<file path="config.mk">
export PLATFORM = sky130hd
export DESIGN_NAME = iterative_comparator
export DESIGN_NICKNAME = d
export VERILOG_FILES = /design/src/rtl/iterative_comparator.sv
export SDC_FILE = /design/constraint.sdc
export NUM_CORES = 1
export LEC_CHECK = 0
export CORE_MARGIN = 10
export CORE_UTILIZATION = 25
export CTS_CLUSTER_DIAMETER = 120
export DETAILED_ROUTE_END_ITERATION = 16
export DONT_BUFFER_PORTS = 1
export GPL_TIMING_DRIVEN = 0
export PLACE_DENSITY_LB_ADDON = 0.05
export SLEW_MARGIN = 10
export SYNTH_ARGS = -nofsm -noshare
export SYNTH_HDL_FRONTEND = slang
export SYNTH_SLANG_ARGS = --single-unit
export TNS_END_PERCENT = 100
</file>
<file path="constraint.sdc">
create_clock -name clk -period 2.15 [get_ports clk]
set_clock_uncertainty 0.2 [all_clocks]
set_input_delay 0.3225 -clock clk [delete_from_list [all_inputs] [get_ports clk]]
set_output_delay 0.3225 -clock clk [all_outputs]
set_load 0.01 [all_outputs]
</file>
<file path="src/rtl/iterative_comparator.sv">
// -----------------------------------------------------------------------------
// iterative_comparator
//
// Multi-cycle branch comparator. Evaluates EQ/NE/LT/GE/LTU/GEU on two WIDTH-bit
// operands, CHUNK bits per cycle, starting at the most significant chunk and
// stopping at the first chunk where the operands differ.
//
// Ports
//   clk        rising-edge clock
//   rst_n      asynchronous active-low reset
//   in_valid   request valid
//   in_ready   request accepted when in_valid & in_ready (IDLE and no kill)
//   operation  funct3: [2:1] 00=eq, 10=lt signed, 11=lt unsigned, 01=illegal;
//              [0] inverts the result of a legal operation
//   operand1   left operand
//   operand2   right operand
//   kill       synchronous abort of whatever is in flight
//   out_valid  result valid (held until out_ready)
//   out_ready  consumer accepts the result
//   result     comparison outcome (already XORed with operation[0])
//   illegal    the accepted operation was the reserved encoding
//   dbg_state  current FSM state (0=IDLE, 1=SCAN, 2=DONE)
//
// Handshakes: a transfer happens on a rising edge where valid and ready are
// both high. Once raised, out_valid and its payload (result, illegal) stay
// stable until that transfer or a kill; ready never depends on the other
// side's valid in the same direction.
// -----------------------------------------------------------------------------
module iterative_comparator #(
    parameter int WIDTH = 32,
    parameter int CHUNK = 8
) (
    input  logic             clk,
    input  logic             rst_n,
    input  logic             in_valid,
    output logic             in_ready,
    input  logic [2:0]       operation,
    input  logic [WIDTH-1:0] operand1,
    input  logic [WIDTH-1:0] operand2,
    input  logic             kill,
    output logic             out_valid,
    input  logic             out_ready,
    output logic             result,
    output logic             illegal,
    output logic [1:0]       dbg_state
);

    localparam int NCHUNK = WIDTH / CHUNK;
    localparam int IW     = (NCHUNK > 1) ? $clog2(NCHUNK) : 1;

    localparam logic [IW-1:0]    TOP_INDEX = IW'(NCHUNK - 1);
    // Sign bit position within a chunk; only meaningful on the top chunk.
    localparam logic [CHUNK-1:0] CHUNK_MSB = CHUNK'(1) << (CHUNK - 1);

    localparam logic [1:0] KIND_EQ  = 2'b00;
    localparam logic [1:0] KIND_ILL = 2'b01;
    localparam logic [1:0] KIND_LT  = 2'b10;

    typedef enum logic [1:0] {
        IDLE = 2'd0,
        SCAN = 2'd1,
        DONE = 2'd2
    } state_t;

    state_t state_q;
    state_t state_d;

    // Latched request. The operand registers shift left by one chunk per
    // SCAN step, so the chunk under test always sits in the top CHUNK bits
    // and no variable-index mux is needed.
    logic [WIDTH-1:0] a_q;
    logic [WIDTH-1:0] b_q;
    logic [1:0]       kind_q;
    logic             inv_q;
    logic [IW-1:0]    index_q;
    logic             result_q;
    logic             illegal_q;

    logic             accept;
    logic             op_illegal;
    logic [CHUNK-1:0] chunk_a;
    logic [CHUNK-1:0] chunk_b;
    logic [CHUNK-1:0] flip;
    logic             at_top;
    logic             at_last;
    logic             differ;
    logic             chunk_lt;
    logic             decide;
    logic             raw_result;

    // -------------------------------------------------------------------------
    // Datapath decode
    // -------------------------------------------------------------------------
    always_comb begin
        accept     = in_valid && in_ready;
        op_illegal = (operation[2:1] == KIND_ILL);

        chunk_a = a_q[WIDTH-1 -: CHUNK];
        chunk_b = b_q[WIDTH-1 -: CHUNK];

        at_top  = (index_q == TOP_INDEX);
        at_last = (index_q == '0);

        // A signed compare only differs from an unsigned one in the sign bit,
        // which lives in the top chunk; inverting both MSBs there turns the
        // signed order into an unsigned one.
        flip     = ((kind_q == KIND_LT) && at_top) ? CHUNK_MSB : '0;
        chunk_lt = (chunk_a ^ flip) < (chunk_b ^ flip);
        differ   = (chunk_a != chunk_b);
        decide   = differ || at_last;

        // Equal all the way down: eq is true, lt/ltu are false.
        if (differ) begin
            raw_result = (kind_q == KIND_EQ) ? 1'b0 : chunk_lt;
        end else begin
            raw_result = (kind_q == KIND_EQ);
        end
    end

    // -------------------------------------------------------------------------
    // FSM: state register
    // -------------------------------------------------------------------------
    always_ff @(posedge clk or negedge rst_n) begin
        if (!rst_n) begin
            state_q <= IDLE;
        end else begin
            state_q <= state_d;
        end
    end

    // -------------------------------------------------------------------------
    // FSM: next state
    // -------------------------------------------------------------------------
    always_comb begin
        state_d = state_q;
        case (state_q)
            IDLE: begin
                if (accept) begin
                    state_d = op_illegal ? DONE : SCAN;
                end
            end
            SCAN: begin
                if (decide) begin
                    state_d = DONE;
                end
            end
            DONE: begin
                if (out_ready) begin
                    state_d = IDLE;
                end
            end
            default: state_d = IDLE;
        endcase
        // A flush wins over everything, including a result being consumed.
        if (kill) begin
            state_d = IDLE;
        end
    end

    // -------------------------------------------------------------------------
    // FSM: outputs
    // -------------------------------------------------------------------------
    always_comb begin
        in_ready  = (state_q == IDLE) && !kill;
        out_valid = (state_q == DONE);
        dbg_state = state_q;
        result    = result_q;
        illegal   = illegal_q;
    end

    // -------------------------------------------------------------------------
    // Request / result registers
    // -------------------------------------------------------------------------
    always_ff @(posedge clk or negedge rst_n) begin
        if (!rst_n) begin
            a_q       <= '0;
            b_q       <= '0;
            kind_q    <= KIND_EQ;
            inv_q     <= 1'b0;
            index_q   <= '0;
            result_q  <= 1'b0;
            illegal_q <= 1'b0;
        end else begin
            if (state_q == IDLE) begin
                if (accept) begin
                    a_q       <= operand1;
                    b_q       <= operand2;
                    kind_q    <= operation[2:1];
                    inv_q     <= operation[0];
                    index_q   <= TOP_INDEX;
                    result_q  <= 1'b0;
                    // The reserved encoding reports 0 without inversion.
                    illegal_q <= op_illegal;
                end
            end else if (state_q == SCAN) begin
                if (decide) begin
                    result_q <= raw_result ^ inv_q;
                end else begin
                    index_q <= index_q - 1'b1;
                    a_q     <= a_q << CHUNK;
                    b_q     <= b_q << CHUNK;
                end
            end
        end
    end

endmodule

</file>
### Word level (Yosys, flattened, before mapping)

Index checks and enable logic that the tools add are counted.

| word-level totals | value |
|---|---|
| output and inout port bits | 6 |
| register bits after elaboration | 73 |
| logic and storage cells | 63 |
| input port bits | 72 |

| cells by class | value |
|---|---|
| $add $sub $neg | 1 |
| mux-type cells | 25 |
| equality and inequality tests | 11 |
| reductions and logical operators | 14 |
| bitwise operators | 3 |
| order comparisons | 1 |

Operator list:

| operator | number |
|---|---|
| two-way mux 32 bit | 8 |
| two-way mux 2 bit | 9 |
| bitwise XOR 8 bit | 2 |
| AND reduction 3 bit | 3 |
| < comparator 8 bit | 1 |
| two-way mux 8 bit | 1 |
| != test 8 bit | 1 |
| == test 2 bit (second input constant) | 3 |
| logical NOT 2 bit | 3 |
| two-way mux 1 bit | 6 |
| != test 3 bit (second input constant) | 2 |
| case mux 2 bit (3 select lines) | 1 |
| == test 2 x 1 -> 1 bit (second input constant) | 2 |
| nonzero test 2 bit | 2 |
| logical AND 1 bit | 3 |
| != test 3 x 2 -> 1 bit (second input constant) | 1 |
| != test 2 x 1 -> 1 bit (second input constant) | 1 |
| != test 2 bit (second input constant) | 1 |
| AND reduction 2 bit | 1 |
| subtractor 2 x 1 -> 2 bit (second input constant) | 1 |
| logical NOT 1 bit | 1 |
| logical OR 1 bit | 1 |
| bitwise XOR 1 bit | 1 |

### Longest topological paths before layout

| depth | value |
|---|---|
| depth after elaboration | 11 |
| gate-level depth with buffers | 10 |

### Worst setup path before layout

OpenSTA, ideal clock, no wires.

| timing | value |
|---|---|
| kind | register -> register |
| from | register a_q[30] |
| to | register b_q[10] |
| setup time | 0.132 ns |
| path buffers | 2 |
| stages on the path, launching flop included | 10 |
| period minus slack after synthesis | 2.147 ns |
| slack | 0.003 ns |
| arrival time | 1.814 ns |
| cells stage by stage | dfrtp_1 > ha_1 > nand3_1 > or4_4 > nor2_2 > nor2_2 > buf_6 > buf_6 > nand2_1 > o21ai_1 |

| on the way | value |
|---|---|
| word-level cells in the longest chain between the ends | 4 |

Ends and longest elaborated chain:

| element | line | source |
|---|---|---|
| from (decl) | 71 | `logic [WIDTH-1:0] a_q;` |
| from (signal assigned) | 186 | `a_q <= operand1;` |
| from (signal assigned) | 200 | `a_q <= a_q << CHUNK;` |
| != test 8 bit | 109 | `differ = (chunk_a != chunk_b);` |
| logical OR 1 bit | 110 | `decide = differ \|\| at_last;` |
| != test 2 x 1 -> 1 bit (no line) | - |  |
| AND reduction 3 bit (no line) | - |  |
| to (signal assigned) | 187 | `b_q <= operand2;` |
| to (signal assigned) | 201 | `b_q <= b_q << CHUNK;` |
| to (decl) | 72 | `logic [WIDTH-1:0] b_q;` |

Every way passes these cells.
A chain may end at the register's enable or synchronous reset.

### Final worst setup path

| timing | value |
|---|---|
| from | register b_q[24] |
| to | register a_q[29] |

| on the way | value |
|---|---|
| word-level cells in the longest chain between the ends | 4 |

Ends and longest elaborated chain:

| element | line |
|---|---|
| != test 8 bit | 109 |
| logical OR 1 bit | 110 |
| != test 2 x 1 -> 1 bit (no line) | - |
| AND reduction 3 bit (no line) | - |

Every way passes these cells.

==> results.json <==
{
  "path_class": "reg2reg",
  "slew_violations": 0,
  "drt_wl_total_um": 10900,
  "ir_drop_mv": 0.409,
  "die_y_um": 142,
  "ys_seq_area_share_pct": 49.3,
  "slowest_stage": "or4_4",
  "layout.cells.non_filler": 648,
  "path_buf_inv": 2,
  "synth_cell_type_count": 34,
  "cts_buffers": 9,
  "grt_util_all_layers_pct": 11.2,
  "dr.pass1.iters": 4,
  "most-common-layout-cells": "dfrtp_1, dlygate4sd3_1, nand2_1, mux2i_1, o21ai_1",
  "hold_path_class": "in2async",
  "clock_sinks": 73,
  "synth_seq_cells": 73,
  "final_cell_area_um2": 5320,
  "outcome": "complete, but fails checks",
  "overflow": 0,
  "routabilityCongestion": 0.693,
  "placed_area_um2": 3930,
  "place_inst": 551,
  "area_growth_pct": 43.6,
  "htree_levels": 3,
  "syn_area_per_cell_um2": 10.1,
  "p_clk_share_pct": 30.6,
  "dp_hpwl_um": 7730,
  "combinationalPowerShare_pct": 28.7,
  "synth_area_um2": 3700,
  "cts_tree": "done",
  "antenna_found_initial": 0,
  "fin_util_pct": 36.6,
  "worstMarginPinSlew_ps": 835,
  "drt_iter0_drc": 113,
  "finalSetupViolCount": 67,
  "max-slew-margin-rel_pct": 44.3,
  "grt_pass1_wl_um": 17400,
  "std_cell_rows": 44,
  "setup_slack_ps": -101,
  "p_sw_w": 0.00151,
  "antenna_cells": 0,
  "whs_ps": -511,
  "start_util_pct": 25.5,
  "startpoint_type": "flip-flop",
  "cp.required_ps": 2170,
  "r2r_cells": 9,
  "synth.area.top_cells": "dfrtp_1, mux2i_1, nand2_1",
  "core_um2": 14500,
  "clkTransAtPathRegs_ps": 60,
  "synth.net_count": 448,
  "die_area_um2": 20100,
  "wl_per_cell_um": 16.8,
  "max_stage_delay_ps": 470,
  "synth.top_cell.area_share_pct": 49.3,
  "p_leak_nw": 2.53,
  "place_ws_ps": -293,
  "drv_cap": 0,
  "clockBufferDepth": 2,
  "p_sw_share_pct": 30.9,
  "mostFrequentLayoutCell": "dfrtp_1",
  "crit_family": "simple AND/OR/NAND/NOR gates",
  "arrival_ps": 2270,
  "vias_per_cell": 4.42,
  "p_int_w": 0.00339,
  "cp.depth": 9,
  "yosys_warnings": 0,
  "fin_crit_ps": 2250,
  "end_kind": "flip-flop",
  "min_period_over_period_pct": 105,
  "grt_start_max_net_pins": 74,
  "p_seq_share_pct": 40.7,
  "violations": "hold timing, setup timing",
  "max_freq_mhz": 444,
  "num_vias": 2864,
  "grt_pass1_vias": 3158,
  "setup_tns_ps": -5040,
  "drive_above_1_share_pct": 24.8,
  "crit_chain": "ha_1 -> nand4_1 -> or4_4 -> nor2_4 -> nor2_4 -> buf_12 -> buf_12 -> nand2_1 -> o21ai_2",
  "drc": 0,
  "rsz0062_at_grt": "yes",
  "powerDensity_nw_per_um2": 922,
  "syn_inst": 367,
  "yosysTopAreaCell": "dfrtp_1",
  "cts_root_buf": "clkbuf_16",
  "detail-route-antenna-nets": 0,
  "place.port_buffers": 0,
  "worst_skew_pair.late_latency_ps": 330,
  "worstPathMaxFanout": 10,
  "final-hold-violation-count": 73,
  "die_w_um": 142,
  "pin_count": 78,
  "num-nets-final": 540
}
## flip-flops by register name, summed over array words and instances, names as in the netlist
name,count
a_q,32
b_q,32
dbg_state,2
index_q,2
kind_q,2
illegal,1
inv_q,1
result,1
## power groups by stage
stage / clock network (W) / logic, W / registers (W)
floorplan: 0 / 0.000834 / 0.00191
global placement: 0 / 0.00103 / 0.00197
detailed placement: 0 / 0.00104 / 0.00198
CTS: 0.00157 / 0.00130 / 0.00198
global route: 0.00161 / 0.00159 / 0.00205
finish: 0.00150 / 0.00141 / 0.00199
## layer usage
metal / GRT usage (%) / vias to the layer above / share of wire [%]
li1: - / 1436 / -
met1: 13.6 / 1379 / 44
met2: 18.3 / 41 / 51
met3: 3.97 / 8 / 4.3
met4: 2.90 / 0 / 1.0
met5: 0 / - / 0
## timing repair
action,in CTS,in global routing
pin swaps,14,8
hold endpoints to repair,140,74
endpoints found under the setup margin,68,70
resized for setup,38,38
setup buffers,2,5
gates cloned,2,1
hold buffers,70,1
## final cells by class
| type | count | area, um2 |
|---|---|---|
| multi-input combinational | 260 | 1880 |
| fill | 1537 | 9210 |
| tap | 184 | 230 |
| inverter | 13 | 48.8 |
| timing repair buffer | 81 | 827 |
| clock inverter | 2 | 37.5 |
| buffer | 21 | 211 |
| clock buffer | 14 | 254 |
| sequential | 73 | 1830 |
## per-stage QoR
stage	power (W)	hold WS, ps
6_report	0.00490	-511
2_1_floorplan	0.00274	-173
4_1_cts	0.00484	-534
3_5_place_dp	0.00303	-168
5_1_grt	0.00525	-540
3_3_place_gp	0.00300	-168
## cells in the mapped netlist
master	count
nand2_1	91
dfrtp_1	73
mux2i_1	49
o21ai_1	40
o21ai_2	24
inv_1	13
buf_6	10
ha_1	9
nor2_1	9
clkbuf_1	8
nor2b_1	5
nor3_1	4
a21oi_1	3
nand2b_1	3
nand3b_1	3
a21oi_2	2
buf_1	2
nor2_2	2
o21ai_0	2
a2111oi_0	1
a22oi_1	1
a311oi_1	1
a31oi_1	1
and3_1	1
buf_4	1
mux2_2	1
nand3_1	1
nand4_1	1
nor3b_2	1
nor4b_4	1
o211ai_1	1
or4_4	1
or4b_2	1
xor2_1	1
## worst paths after layout
check | from | end | slack (ps)
hold reg to reg | a_q[17] | a_q[17] | 270
hold / removal | rst_n | a_q[20] | -510
min in group clk | operand1[12] | a_q[12] | 20
max in group asynchronous | rst_n | b_q[9] | 2150
setup reg to reg | b_q[24] | a_q[29] | -100
setup / recovery | b_q[24] | a_q[29] | -100
## logic make-up (layout without fill, tap and decap cells)
kind of cell | count (synthesis) | after routing | share of synthesized area, %
fa+ha+maj | 9 | 9 | 3.04
mux | 50 | 50 | 13.5
xor+xnor | 1 | 1 | 0.237
compound gates | 76 | 76 | 13.3
simple gates | 124 | 124 | 15.0
flops | 73 | 73 | 49.3
buf+inv | 34 | 131 | 5.57
No activity file was read; power rests on OpenSTA's default activity.
